`src/rtl/cpu_pkg.sv`:
```
// Shared types and defaults for the accumulator CPU.
// Build option CPU_HALT_EN turns opcode F from SWAP into HALT.
package cpu_pkg;

  localparam int CPU_DW       = 8;
  localparam int CPU_IM_DEPTH = 16;

  typedef enum logic [3:0] {
    OP_NOP = 4'h0,
    OP_ADD = 4'h1,
    OP_SUB = 4'h2,
    OP_AND = 4'h3,
    OP_LDA = 4'h4,
    OP_LDB = 4'h5,
    OP_OR  = 4'h6,
    OP_JMP = 4'h7,
    OP_XOR = 4'h8,
    OP_NOT = 4'h9,
    OP_SHL = 4'hA,
    OP_SHR = 4'hB,
    OP_MOV = 4'hC,
    OP_INC = 4'hD,
    OP_DEC = 4'hE,
`ifdef CPU_HALT_EN
    OP_HALT = 4'hF
`else
    OP_SWAP = 4'hF
`endif
  } opcode_e;

  typedef enum logic [1:0] {
    ST_IDLE   = 2'd0,
    ST_FETCH  = 2'd1,
    ST_EXEC   = 2'd2,
    ST_HALTED = 2'd3
  } state_e;

endpackage

```
`src/rtl/cpu_alu.sv`:
```
// Combinational datapath: computes the next A/B for the instruction in EXEC.
// Build option CPU_HALT_EN: opcode F leaves A/B untouched (HALT) instead of swapping.
module cpu_alu
  import cpu_pkg::*;
#(
  parameter int DW = CPU_DW
) (
  input  logic [3:0]    i_opcode,
  input  logic [DW-1:0] i_a,
  input  logic [DW-1:0] i_b,
  input  logic [7:0]    i_imm8,
  output logic [DW-1:0] o_next_a,
  output logic [DW-1:0] o_next_b
);

  logic [DW-1:0] w_imm;

  // Immediate is zero-extended to the register width.
  assign w_imm = DW'(i_imm8);

  always_comb begin
    o_next_a = i_a;
    o_next_b = i_b;
    case (opcode_e'(i_opcode))
      OP_ADD:  o_next_a = i_a + i_b;
      OP_SUB:  o_next_a = i_a - i_b;
      OP_AND:  o_next_a = i_a & i_b;
      OP_LDA:  o_next_a = w_imm;
      OP_LDB:  o_next_b = w_imm;
      OP_OR:   o_next_a = i_a | i_b;
      OP_XOR:  o_next_a = i_a ^ i_b;
      OP_NOT:  o_next_a = ~i_a;
      OP_SHL:  o_next_a = i_a << 1;
      OP_SHR:  o_next_a = i_a >> 1;
      OP_MOV:  o_next_b = i_a;
      OP_INC:  o_next_a = i_a + DW'(1);
      OP_DEC:  o_next_a = i_a - DW'(1);
`ifndef CPU_HALT_EN
      OP_SWAP: begin
        o_next_a = i_b;
        o_next_b = i_a;
      end
`endif
      default: begin
        o_next_a = i_a;
        o_next_b = i_b;
      end
    endcase
  end

endmodule

```
`src/rtl/cpu.sv`:
```
// Accumulator CPU: streamed instruction memory, FETCH/EXEC sequencer, A/B flags.
// Build option CPU_HALT_EN adds a HALTED state entered by opcode F.
module cpu
  import cpu_pkg::*;
#(
  parameter int DW       = CPU_DW,
  parameter int IM_DEPTH = CPU_IM_DEPTH
) (
  input  logic        clk,
  input  logic        rst,
  input  logic        en,
  input  logic        we_IM,
  input  logic [15:0] codein,
  input  logic [11:0] immd,
  output logic        za,
  output logic        zb,
  output logic        eq,
  output logic        gt,
  output logic        lt
);

  localparam int AW = $clog2(IM_DEPTH);

  localparam logic [1:0] S_IDLE   = ST_IDLE;
  localparam logic [1:0] S_FETCH  = ST_FETCH;
  localparam logic [1:0] S_EXEC   = ST_EXEC;
`ifdef CPU_HALT_EN
  localparam logic [1:0] S_HALTED = ST_HALTED;
`endif

  logic [15:0]   r_im [IM_DEPTH];
  logic [AW:0]   r_wptr;
  logic [AW-1:0] r_pc;
  logic [15:0]   r_ir;
  logic [DW-1:0] r_a;
  logic [DW-1:0] r_b;
  logic [1:0]    r_state;

  logic          w_im_wr;
  logic          w_is_jmp;
  logic          w_halt;
  logic [AW-1:0] w_pc_next;
  logic          w_pc_ready;
  logic          w_next_ready;
  logic [DW-1:0] w_next_a;
  logic [DW-1:0] w_next_b;
  state_e        w_dbg_state;
  logic          w_unused;

  assign w_dbg_state = state_e'(r_state);
  assign w_unused    = ^{r_ir[11:8], immd[11:AW]};

  // wptr saturates at IM_DEPTH, so its top bit alone means "memory full".
  assign w_im_wr   = en && we_IM && !r_wptr[AW];
  assign w_is_jmp  = (r_ir[15:12] == OP_JMP);
  assign w_pc_next = w_is_jmp ? immd[AW-1:0] : r_pc;

`ifdef CPU_HALT_EN
  assign w_halt = (r_ir[15:12] == OP_HALT);
`else
  assign w_halt = 1'b0;
`endif

  // "Less than" rather than "not equal" keeps a jump past the loaded code
  // parked until that address is written; a full memory always compares true.
  assign w_pc_ready   = ({1'b0, r_pc} < r_wptr);
  assign w_next_ready = ({1'b0, w_pc_next} < r_wptr);

  cpu_alu #(.DW(DW)) u_alu (
    .i_opcode (r_ir[15:12]),
    .i_a      (r_a),
    .i_b      (r_b),
    .i_imm8   (r_ir[7:0]),
    .o_next_a (w_next_a),
    .o_next_b (w_next_b)
  );

  always_ff @(posedge clk) begin
    if (w_im_wr) r_im[r_wptr[AW-1:0]] <= codein;
  end

  always_ff @(posedge clk or posedge rst) begin
    if (rst) begin
      r_wptr  <= '0;
      r_pc    <= '0;
      r_ir    <= '0;
      r_a     <= '0;
      r_b     <= '0;
      r_state <= S_IDLE;
    end else begin
      if (w_im_wr) r_wptr <= r_wptr + (AW+1)'(1);
      case (r_state)
        S_IDLE: begin
          if (en && w_pc_ready) r_state <= S_FETCH;
        end
        S_FETCH: begin
          r_ir    <= r_im[r_pc];
          r_pc    <= r_pc + AW'(1);
          r_state <= S_EXEC;
        end
        S_EXEC: begin
          r_a <= w_next_a;
          r_b <= w_next_b;
          r_pc <= w_pc_next;
`ifdef CPU_HALT_EN
          if (w_halt)                   r_state <= S_HALTED;
          else if (en && w_next_ready)  r_state <= S_FETCH;
          else                          r_state <= S_IDLE;
`else
          if (en && w_next_ready && !w_halt) r_state <= S_FETCH;
          else                               r_state <= S_IDLE;
`endif
        end
`ifdef CPU_HALT_EN
        S_HALTED: r_state <= S_HALTED;
`endif
        default: r_state <= S_IDLE;
      endcase
    end
  end

  assign za = (r_a == '0);
  assign zb = (r_b == '0);
  assign eq = (r_a == r_b);
  assign gt = (r_a > r_b);
  assign lt = (r_a < r_b);

endmodule

```
`config.mk`:
```
export PLATFORM = sky130hd
export DESIGN_NAME = cpu
export DESIGN_NICKNAME = d
export VERILOG_FILES = /design/src/rtl/cpu_pkg.sv /design/src/rtl/cpu_alu.sv /design/src/rtl/cpu.sv
export SDC_FILE = /design/constraint.sdc
export NUM_CORES = 1
export LEC_CHECK = 0
export ABC_AREA = 1
export ABC_CLOCK_PERIOD_IN_PS = 2300
export BUFFER_PORTS_ARGS = -buffer_cell sky130_fd_sc_hd__buf_4
export CAP_MARGIN = 10
export CORE_MARGIN = 2
export CORE_UTILIZATION = 36
export CTS_BUF_LIST = sky130_fd_sc_hd__clkbuf_16
export DETAILED_ROUTE_END_ITERATION = 6
export HOLD_SLACK_MARGIN = 0.1
export SETUP_SLACK_MARGIN = 0.5
export SYNTH_ARGS = -nofsm -noshare
export SYNTH_HDL_FRONTEND = slang
export SYNTH_SLANG_ARGS = --single-unit
```
`constraint.sdc`:
```
create_clock -name clk -period 2.3 [get_ports clk]
set_input_delay 0.575 -clock clk [delete_from_list [all_inputs] [get_ports clk]]
set_output_delay 0.575 -clock clk [all_outputs]
set_load 0.02 [all_outputs]
```
* Word-level counts from Yosys, hierarchy flattened
Memory sizes are Yosys's and may differ from the RTL's. A register that Yosys moved wholly into a read port is not among the register bits.
Cells that the tools add are included.
** Storage, ports and cells
- Flip-flop bits (word level) :: 27
- RAM bits :: 256
- Bits of input ports :: 32
- Memories :: 1
** Cells by class
- Add/subtract/negate cells :: 6
- Order comparisons :: 4
- Eq/ne operators :: 19
- Multiplexer cells :: 9
- Bitwise operators :: 4
- Reduce and logical (&&, ||, !) cells :: 14
** Memory list
- r_im :: depth 16, width 16, rd ports 1, clocked after memory_dff 1, write ports 1, line cpu.sv:31 : logic [15:0] r_im [IM_DEPTH];
** Operators by type and width (number)
- 8-bit one-hot mux with 12 select lines :: 1
- 4-bit equality test (second input constant) :: 8
- 4-bit by 3-bit equality test with 1-bit output (second input constant) :: 4
- 8-bit zero test :: 2
- 8-bit one-hot mux with 2 select lines :: 1
- 12-bit nonzero test :: 1
- 4-bit by 5-bit < comparator with 1-bit output :: 2
- 8-bit by 1-bit adder with 8-bit output (second input constant) :: 1
- 8-bit adder :: 1
- 8-bit bitwise AND :: 1
- 4-bit by 2-bit equality test with 1-bit output (second input constant) :: 2
- 8-bit equality test :: 1
- 8-bit > comparator :: 1
- 8-bit < comparator :: 1
- 8-bit NOT :: 1
- 8-bit bitwise OR :: 1
- 4-bit one-hot mux with 2 select lines :: 1
- 8-bit by 1-bit subtractor with 8-bit output (second input constant) :: 1
- 8-bit subtractor :: 1
- 8-bit XOR :: 1
- 2-bit one-hot mux with 3 select lines :: 1
- 5-bit by 1-bit adder with 5-bit output (second input constant) :: 1
- 4-bit by 1-bit adder with 4-bit output (second input constant) :: 1
- 4-bit by 1-bit equality test with 1-bit output (second input constant) :: 1
- other kinds (12) :: 19

* Logic depth before layout (Yosys ltp)
- Depth after elaboration :: 6
- Mapped depth :: 18

* Modules after synthesis
A second synthesis with hierarchy kept.
** Second synthesis, totals
- Cells, all modules :: 1141
- Area, all modules :: 11294.6 sq um
** Modules (own cells, without submodules)
- cpu :: instances 1, cells each 885, area an instance 9845.7 sq um, seq. area each 6741.5 sq um
- cpu_alu :: instances 1, cells each 256, area an instance 1448.9 sq um, seq. area each 0.0 sq um

* Worst setup path before layout
Ideal clock, no wire load.
- Kind :: flip-flop to output port
- Start :: register r_a[5]
- End :: output gt
- Arrival time :: 2109 ps
- Data required time :: 1725 ps
- Path slack :: -384 ps
- Cell stages (with the launch flop) :: 8
- Buffers on the path :: 0
- Cell sequence :: dfrtp_1 > inv_1 > ha_1 > inv_1 > a21oi_1 > o21ai_0 > a221oi_1 > nor2_1
** On the way
- Cells in the longest elaborated chain, start to end :: 1
** RTL lines
- from (decl) :: line cpu.sv:35 : logic [DW-1:0] r_a;
- from (signal assigned) :: line cpu.sv:102 : r_a <= w_next_a;
- 8-bit > comparator :: line cpu.sv:125 : assign gt = (r_a > r_b);
- to (decl) :: line cpu.sv:18 : output logic gt,
Every way passes these cells.

* Worst setup path in the final report
- Start :: register r_a[0]
- End :: output gt
Same word-level chain as after synthesis.

==> impl_metrics.toml <==
[outcome]
status = "finished with violations"
failed_checks = "setup timing"

[critical_path]
regToRegSetupSlack_ps = -270
setup.worst_path.start_class = "flip-flop"
end_kind = "output port"
cp_max_fo = 2
cp.arrival_ps = 2130
reg2reg_depth = 19
r2r_start = "r_b[0]"
reg2reg_to = "r_a[6]"
worstPathRequired_ps = 1730
worstSetupPathType = "flip-flop to output port"

[finish]
diodes = 0
register_area_mm2 = 0.006749
fillers = 2774
area_growth_pct = 27.04
layout_common_cells = "edfxtp_1 (192), nor2_1 (156), o21ai_0 (122)"
nets = 1268
layout.cells.most_common = "edfxtp_1"
multi_input_area_mm2 = 0.004498
drive_above_1_share_pct = 26.48

[timing]
setup_viol = 9
worst_pin_slew_ps = 565.2
skew_ps = 26.45
worst_slack_ps = -409.2
tns_ps = -2126
fmax_mhz = 369.1
hold_viol_final = 0
rsz0062_at_grt = "true"
period_minus_slack_ps = 2709
slew_headroom_pct = 62.32
finalCritPeriodShare_pct = 117.8
slew_violations = 0

[yosys]
ys_ff_latch = 231
synthCells = 1061
syn_area_mm2 = 0.01111
ys_warn_count = 0
async_flop_share_pct = 16.88
synth.net_count = 1143
synthFlopType = "edfxtp_1"
synth_edf_count = 192
ys_seq_area_share_pct = 60.70
yosysUniqueCellTypes = 43
syn_avg_cell_area_um2 = 10.47

[cts]
cts_max_path_buffers = 3
cts_hold_buf = 0
tritoncts = "built"
clk_latency_ps = 540
numCtsBuffers = 24
cts_root_buf = "clkbuf_16"
h-tree-depth = 1
clk_pin_slew_ps = 60
cts.sinks = 231

[global_routing]
grt_max_degree = 100
grt_overflow = 0
grt_pass1_vias = 8080
antenna_found_initial = 0
track_usage_pct = 17.52
grt_pass1_wl_mm = 45.26

[flow_run]
max-cap-violations = 0

[die]
num_io_pins = 37
start_util_pct = 36.41
die_area_mm2 = 0.03227
die_w_um = 179.7
placementRows = 64
core-area_mm2 = 0.03051
die_h_um = 179.7

[pwr]
power_density_mw_per_mm2 = 1378
finalPower_uw = 19450
peakVddDrop_v = 0.0007149
p_leak_uw = 0.005296

[routing]
firstDrtPassIters = 5
vias = 8371
wl_per_cell_um = 18.45
drc = 0
vias_per_cell = 5.242
wl_mm = 29.46
ant_nets = 0
drtIter0Drc = 535

[place]
hpwl_mm = 17.99
numPortBuffers = 24
place_congestion = 0.8670

[worst_hold_path]
hp-class = "input pin to async pin"
-- worst max-delay path: stages (launching register included) --
cell      delay (ps)
dfrtp_1          380
inv_2             80
ha_4             130
fa_2             220
inv_2             60
a21oi_4          150
o21ai_2           90
a221oi_4         330
nor2_4            40
buf_6            130
-- per-stage QoR --
stage	setup WS [ps]	hold slack (ps)	utilization (%)	instance area, um^2	cells
after floorplan	97.89	499.0	-	11380	1061
after global placement	-53.77	533.8	40.88	12470	1512
after detailed placement	-72.40	541.5	40.88	12470	1512
after CTS	-452.1	190.8	44.70	13640	1577
after global routing	-515.8	235.7	46.25	14110	1597
final	-409.2	188.8	46.25	14110	1597
-- routing by layer --
metal / wire length (um) / global-route usage (%)
met5: 0 / 0
met4: 707 / 4.618
met3: 1506 / 2.046
met2: 14250 / 29.93
met1: 13000 / 23.71
-- flip-flops by register name, summed over array words and instances, names as in the netlist --
| register | count |
|---|---|
| r_wptr | 5 |
| r_im | 192 |
| r_a | 8 |
| r_state | 2 |
| r_ir | 12 |
| r_b | 8 |
| r_pc | 4 |
-- power breakdown --
group	internal [uW]	total (uW)	switching (uW)
registers	4840	5100	268
clock network	1900	3500	1600
logic	4520	10800	6330
-- cells in the mapped netlist, types with 2 or more instances --
| master | instances | area, um^2 |
|---|---|---|
| edfxtp_1 | 192 | 5766 |
| buf_2 | 7 | 35.03 |
| fa_1 | 2 | 40.04 |
| inv_1 | 69 | 259.0 |
| nor2_1 | 181 | 679.4 |
| nand4_1 | 9 | 56.30 |
| xor2_1 | 6 | 52.55 |
| nor2_4 | 6 | 67.56 |
| ha_1 | 48 | 600.6 |
| nand2_4 | 2 | 22.52 |
| o21ai_0 | 141 | 705.7 |
| a21oi_1 | 25 | 125.1 |
| o22ai_1 | 44 | 275.3 |
| nand3_1 | 42 | 210.2 |
| o211ai_1 | 10 | 75.07 |
| dfrtp_1 | 39 | 975.9 |
| clkinv_1 | 2 | 7.510 |
| nor3_1 | 7 | 35.03 |
| nand2_1 | 120 | 450.4 |
| a31oi_1 | 8 | 50.05 |
| clkbuf_1 | 33 | 123.9 |
| o21ai_1 | 15 | 75.07 |
| nor4_1 | 2 | 12.51 |
| or2_2 | 2 | 12.51 |
| inv_2 | 8 | 30.03 |
| o221ai_1 | 24 | 210.2 |
-- layout make-up --
class                   count  share of cell area (%)
flip-flops and latches    231                   47.83
multi-input cells         707                   31.88
repair buffers            142                   9.497
clock buffers              24                   4.256
well taps                 396                   3.512
inverters                  80                   2.297
clock inverters            17                  0.7271
-- timing repair --
action | in CTS | in global routing
pin swaps | 47 | 50
endpoints found under the setup margin | 22 | 102
gates resized for setup | 76 | 55
setup buffers | 24 | 18
hold endpoints to repair | 0 | 0
gates cloned | 0 | 2
-- worst max path at each step --
stage | start | slack [ps] | to | depth (start not counted)
floorplan | r_a[0] | 100 | gt | 8
global placement | r_b[0] | -50 | r_a[6] | 16
detailed placement | r_b[0] | -70 | r_a[6] | 16
CTS | r_a[0] | -450 | gt | 9
global route | r_a[0] | -520 | gt | 9
finish | r_a[0] | -410 | gt | 9
-- cells by family (layout without fill, tap and decap cells) --
group,after synthesis,after routing,share of synthesized area [%]
flops,231,231,60.70
simple gates,375,375,14.19
fa+ha+maj,50,50,5.768
buf+inv,123,263,4.360
compound gates,276,276,14.51
xor+xnor,6,6,0.4731
Power figures use the tool's default switching activity.
